--- config.mk ---
export PLATFORM = sky130hd
export DESIGN_NAME = hilo_sequencer_flat
export DESIGN_NICKNAME = d
export VERILOG_FILES = /design/src/rtl/hilo_sequencer_if.sv /design/src/rtl/hilo_sequencer.sv /design/src/flat_wrapper.sv
export SDC_FILE = /design/constraint.sdc
export NUM_CORES = 1
export LEC_CHECK = 0
export BUFFER_PORTS_ARGS = -buffer_cell sky130_fd_sc_hd__clkbuf_2
export CORE_AREA = 2 2 39 41
export DETAILED_ROUTE_END_ITERATION = 10
export DIE_AREA = 0 0 41 43
export GPL_ROUTABILITY_DRIVEN = 0
export PLACE_DENSITY = 0.44
export SETUP_SLACK_MARGIN = 0.1
export SYNTH_ARGS = -nofsm -noshare
export SYNTH_HDL_FRONTEND = slang
export SYNTH_SLANG_ARGS = --single-unit
--- constraint.sdc ---
create_clock -name clock -period 1.37 [get_ports clock]
set_input_delay 0.0685 -clock clock [delete_from_list [all_inputs] [get_ports clock]]
set_output_delay 0.0685 -clock clock [all_outputs]
set_load 0.01 [all_outputs]
--- src/rtl/hilo_sequencer_if.sv ---
// Handshake bundle between the main control FSM, the MULT/DIV units and the HI/LO sequencer.
// The sequencer side uses the slave modport. The controller/datapath side uses the master modport.
interface hilo_sequencer_if;
    logic Start;
    logic Op;
    logic BZero;
    logic Multiplicador;
    logic Divisor;
    logic MultControl;
    logic DivControl;
    logic CHi;
    logic CLo;
    logic MuxHILO;
    logic Busy;
    logic Done;
    logic DivZero;
    logic Timeout;

    modport master (
        output Start, Op, BZero, Multiplicador, Divisor,
        input  MultControl, DivControl, CHi, CLo, MuxHILO, Busy, Done, DivZero, Timeout
    );

    modport slave (
        input  Start, Op, BZero, Multiplicador, Divisor,
        output MultControl, DivControl, CHi, CLo, MuxHILO, Busy, Done, DivZero, Timeout
    );
endinterface

--- src/rtl/hilo_sequencer.sv ---
// Sequences one MULT/DIV operation, then writes the result into HI/LO or raises divide-by-zero or timeout.
// Latency: the unit start pulse comes 1 cycle after Start. The HI/LO write comes 1 cycle after the unit's done flag.
// Backpressure: Start is accepted only in IDLE (Busy low). Optional watchdog: HILO_SEQUENCER_TIMEOUT_EN.
module hilo_sequencer (
    input  logic            clock,
    input  logic            reset,
    hilo_sequencer_if.slave hl
);

    typedef enum logic [2:0] {
        IDLE   = 3'd0,
        MSTART = 3'd1,
        MWAIT  = 3'd2,
        DSTART = 3'd3,
        DWAIT  = 3'd4,
        WRITE  = 3'd5,
        EXC    = 3'd6,
        TOUT   = 3'd7
    } state_t;

    state_t state_q;
    state_t state_d;
    logic   mux_q;
    logic   wdog_expired;

    always_ff @(posedge clock or negedge reset) begin
        if (!reset) begin
            state_q <= IDLE;
        end else begin
            state_q <= state_d;
        end
    end

    always_comb begin
        state_d = state_q;
        case (state_q)
            IDLE: begin
                if (hl.Start) begin
                    if (!hl.Op) begin
                        state_d = MSTART;
                    end else if (hl.BZero) begin
                        state_d = EXC;
                    end else begin
                        state_d = DSTART;
                    end
                end
            end
            MSTART: state_d = MWAIT;
            DSTART: state_d = DWAIT;
            // A done flag seen on the last watchdog count still completes the operation.
            MWAIT: begin
                if (hl.Multiplicador) begin
                    state_d = WRITE;
                end else if (wdog_expired) begin
                    state_d = TOUT;
                end
            end
            DWAIT: begin
                if (hl.Divisor) begin
                    state_d = WRITE;
                end else if (wdog_expired) begin
                    state_d = TOUT;
                end
            end
            WRITE:   state_d = IDLE;
            EXC:     state_d = IDLE;
            TOUT:    state_d = IDLE;
            default: state_d = IDLE;
        endcase
    end

    // The result source is captured with the request and held across later idle cycles.
    always_ff @(posedge clock or negedge reset) begin
        if (!reset) begin
            mux_q <= 1'b0;
        end else if (state_q == IDLE && hl.Start) begin
            mux_q <= hl.Op;
        end
    end

`ifdef HILO_SEQUENCER_TIMEOUT_EN
    logic [5:0] wdog_q;

    always_ff @(posedge clock or negedge reset) begin
        if (!reset) begin
            wdog_q <= 6'd0;
        end else if (state_q == MSTART || state_q == DSTART) begin
            wdog_q <= 6'd0;
        end else if (state_q == MWAIT || state_q == DWAIT) begin
            wdog_q <= wdog_q + 6'd1;
        end
    end

    assign wdog_expired = (wdog_q == 6'd63);
    assign hl.Timeout   = (state_q == TOUT);
`else
    assign wdog_expired = 1'b0;
    assign hl.Timeout   = 1'b0;
`endif

    assign hl.MultControl = (state_q == MSTART);
    assign hl.DivControl  = (state_q == DSTART);
    assign hl.CHi         = (state_q == WRITE);
    assign hl.CLo         = (state_q == WRITE);
    assign hl.Done        = (state_q == WRITE) || (state_q == EXC);
    assign hl.DivZero     = (state_q == EXC);
    assign hl.Busy        = (state_q != IDLE);
    assign hl.MuxHILO     = mux_q;

endmodule

--- src/flat_wrapper.sv ---
// flat-port wrapper written by rule: the top's interface ports become plain ports
module hilo_sequencer_flat 
  (clock, reset, hl_Start, hl_Op, hl_BZero, hl_Multiplicador, hl_Divisor, hl_MultControl, hl_DivControl, hl_CHi, hl_CLo, hl_MuxHILO, hl_Busy, hl_Done, hl_DivZero, hl_Timeout);
  hilo_sequencer_if hl_i ();
  input  logic clock;
  input  logic reset;
  input wire logic [$bits(hl_i.Start)-1:0] hl_Start;
  input wire logic [$bits(hl_i.Op)-1:0] hl_Op;
  input wire logic [$bits(hl_i.BZero)-1:0] hl_BZero;
  input wire logic [$bits(hl_i.Multiplicador)-1:0] hl_Multiplicador;
  input wire logic [$bits(hl_i.Divisor)-1:0] hl_Divisor;
  output wire logic [$bits(hl_i.MultControl)-1:0] hl_MultControl;
  output wire logic [$bits(hl_i.DivControl)-1:0] hl_DivControl;
  output wire logic [$bits(hl_i.CHi)-1:0] hl_CHi;
  output wire logic [$bits(hl_i.CLo)-1:0] hl_CLo;
  output wire logic [$bits(hl_i.MuxHILO)-1:0] hl_MuxHILO;
  output wire logic [$bits(hl_i.Busy)-1:0] hl_Busy;
  output wire logic [$bits(hl_i.Done)-1:0] hl_Done;
  output wire logic [$bits(hl_i.DivZero)-1:0] hl_DivZero;
  output wire logic [$bits(hl_i.Timeout)-1:0] hl_Timeout;
  assign hl_i.Start = hl_Start;
  assign hl_i.Op = hl_Op;
  assign hl_i.BZero = hl_BZero;
  assign hl_i.Multiplicador = hl_Multiplicador;
  assign hl_i.Divisor = hl_Divisor;
  assign hl_MultControl = hl_i.MultControl;
  assign hl_DivControl = hl_i.DivControl;
  assign hl_CHi = hl_i.CHi;
  assign hl_CLo = hl_i.CLo;
  assign hl_MuxHILO = hl_i.MuxHILO;
  assign hl_Busy = hl_i.Busy;
  assign hl_Done = hl_i.Done;
  assign hl_DivZero = hl_i.DivZero;
  assign hl_Timeout = hl_i.Timeout;
  hilo_sequencer u_core (.clock(clock), .reset(reset), .hl(hl_i));
endmodule
==> flow_summary.json <==
{
  "status": "complete, no violations",
  "yosys_register_bits": 4,
  "fmax_mhz": 785,
  "rows": 14,
  "synth_edf_count": 0,
  "grt_max_degree": 9,
  "cp.arrival_ns": 1.40,
  "ys_seq_area_share_pct": 35.9,
  "stdcell_count": 64,
  "clockBufferDepth": 2,
  "nNetsFinal": 57,
  "numCtsBuffers": 3,
  "min_path_type": "in -> reg",
  "dp.cells": 57,
  "ys.warnings.count": 0,
  "drcViolationCount": 0,
  "drv_slew": 0,
  "clock-sinks": 4,
  "cp-startpoint": "u_core.state_q[2]$_DFFE_PN0P_",
  "routedWlPerCell_um": 11.0,
  "grt_pass1_vias": 266,
  "drv_cap": 0,
  "min_from": "hl_Multiplicador",
  "synth-async-reset-ratio_pct": 100,
  "critPathRequiredTime_ns": 1.49,
  "htree_levels": 1,
  "setup_tns_ns": 0,
  "netlist_top_cells_count": "dfrtp_1 (4), buf_4 (3), nand2_1 (3), nor3b_1 (3)",
  "leakagePower_nw": 0.211,
  "ys.flop_type": "dfrtp_1",
  "yosysMostFrequentCell": "dfrtp_1",
  "dp_hpwl_um": 497,
  "drive_above_1_share_pct": 60.4,
  "io_pins": 16,
  "root_buffer": "clkbuf_4",
  "antenna_found_initial": 0,
  "syn_area_um2": 279,
  "startpoint_type": "flip-flop",
  "synth.distinct_cells": 19,
  "ir_worst_vdd_uv": 628,
  "numPortBuffers": 14,
  "insertion_delay_ns": 0.24,
  "crit_type": "reg -> reg",
  "r2r_start": "u_core.state_q[2]$_DFFE_PN0P_",
  "syn_nets": 37,
  "powerDensity_nw_per_um2": 2140,
  "clk_pin_slew_ns": 0.04,
  "report.power.total_uw": 908,
  "cts_tree": "yes",
  "n_antenna_cell": 0,
  "yosysTopAreaCell": "dfrtp_1",
  "start_util_pct": 20.2,
  "coreArea_um2": 1380,
  "clock_skew_ns": 0.00971,
  "num_vias": 280,
  "via_per_inst": 4.38,
  "wl_um": 703,
  "grt_util_all_layers_pct": 9.47,
  "syn_area_per_cell_um2": 9.30,
  "synth_area_leaders": "dfrtp_1 (36%), buf_4 (8.1%), nor3b_1 (8.1%)",
  "hold_slack_ns": 0.118,
  "rsz0062_at_grt": "yes",
  "cp_max_fo": 4,
  "drtPass1Iterations": 4,
  "synth_top_area_share_pct": 35.9,
  "endpoint_kind": "flip-flop",
  "antenna_left": 0,
  "die-area_um2": 1760,
  "overflow": 0,
  "fin_crit_ns": 1.27,
  "fin_crit_sh_pct": 93.0,
  "syn_inst": 30,
  "hold_violations": 0,
  "syn2layout_area_growth_pct": 52.0,
  "die_h_um": 43,
  "chipWidth_um": 41,
  "grt_pass1_wl_um": 1040,
  "detail_route.iter0.violations": 9,
  "setup-violations-final": 0
}
placed cells by master (no fill, tap or decap), types with 2 or more instances in the layout:
| cell | synthesis | layout |
|---|---|---|
| dfrtp_2 | 0 | 3 |
| clkbuf_2 | 0 | 14 |
| a21oi_1 | 2 | 2 |
| nand2_1 | 3 | 3 |
| buf_4 | 3 | 3 |
| nor3b_4 | 0 | 2 |
| clkbuf_4 | 0 | 3 |
| o31ai_1 | 2 | 2 |
logic make-up (layout without fill, tap and decap cells):
group	after synthesis	count (layout)	share of synthesized area, %
buffers and inverters	6	24	14.8
AND/OR/NAND/NOR	11	11	25.6
flip-flops	4	4	35.9
other	1	1	1.34
AO/OA/AOI/OAI	7	7	17.0
multiplexers	1	1	5.38
worst max-delay path, cell delays in order, from the launching register on:
cell     delay (ns)
dfrtp_2        0.43
buf_4          0.16
or4b_1         0.49
o31ai_1        0.08
power by group:
part | total, mW | internal [mW] | switching [mW]
logic | 0.489 | 0.258 | 0.232
registers | 0.272 | 0.182 | 0.0897
clock network | 0.147 | 0.0980 | 0.0488
final cells by class:
cell class                 count  area (µm²)
tap                           16        20.0
inverter                       2        10.0
multi-input combinational     20         160
clock buffer                   3        22.5
sequential                     4         104
timing repair buffer          19         108
fill                         159         960
what timing repair did:
action                     4_1_cts  5_1_grt
hold endpoints to repair         4        0
setup endpoints to repair        4        4
gates resized for setup          4        6
hold buffers                     1        0
pin swaps                        0        0
buffers inserted                 3        0
metal layers:
metal / wire [µm] / up-vias / track usage (%)
met4: 15 / 0 / 10.0
met2: 304 / 15 / 12.5
met1: 324 / 121 / 10.7
met5: 0 / - / 0
met3: 59 / 2 / 3.14
li1: - / 142 / -
final timing paths:
| check | slack (ns) | to | depth (start not counted) |
|---|---|---|---|
| worst max-delay path | 0.1 | u_core.state_q[1]$_DFFE_PN0P_ | 3 |
| worst min-delay path | 0.12 | u_core.state_q[2]$_DFFE_PN0P_ | 3 |
| worst max register to register | 0.1 | u_core.state_q[1]$_DFFE_PN0P_ | 3 |
| worst min register to register | 0.52 | u_core.hl.MuxHILO$_DFFE_PN0P_ | 1 |
| max in group asynchronous | 1.04 | u_core.state_q[1]$_DFFE_PN0P_ | 2 |
| min in group asynchronous | 0.17 | u_core.hl.MuxHILO$_DFFE_PN0P_ | 2 |
sequential cells by signal (all words and copies together), names as in the netlist:
signal,cells
u_core.hl.MuxHILO,1
u_core.state_q,3
through the flow:
stage,area (µm²),util [%],setup WS (ns)
finish,424,30.7,0.0962
global route,424,30.7,0.0651
CTS,403,29.1,0.107
detailed placement,343,24.8,0.162
global placement,343,24.8,0.166
floorplan,279,-,0.144
No activity file was read; power rests on OpenSTA's default activity.
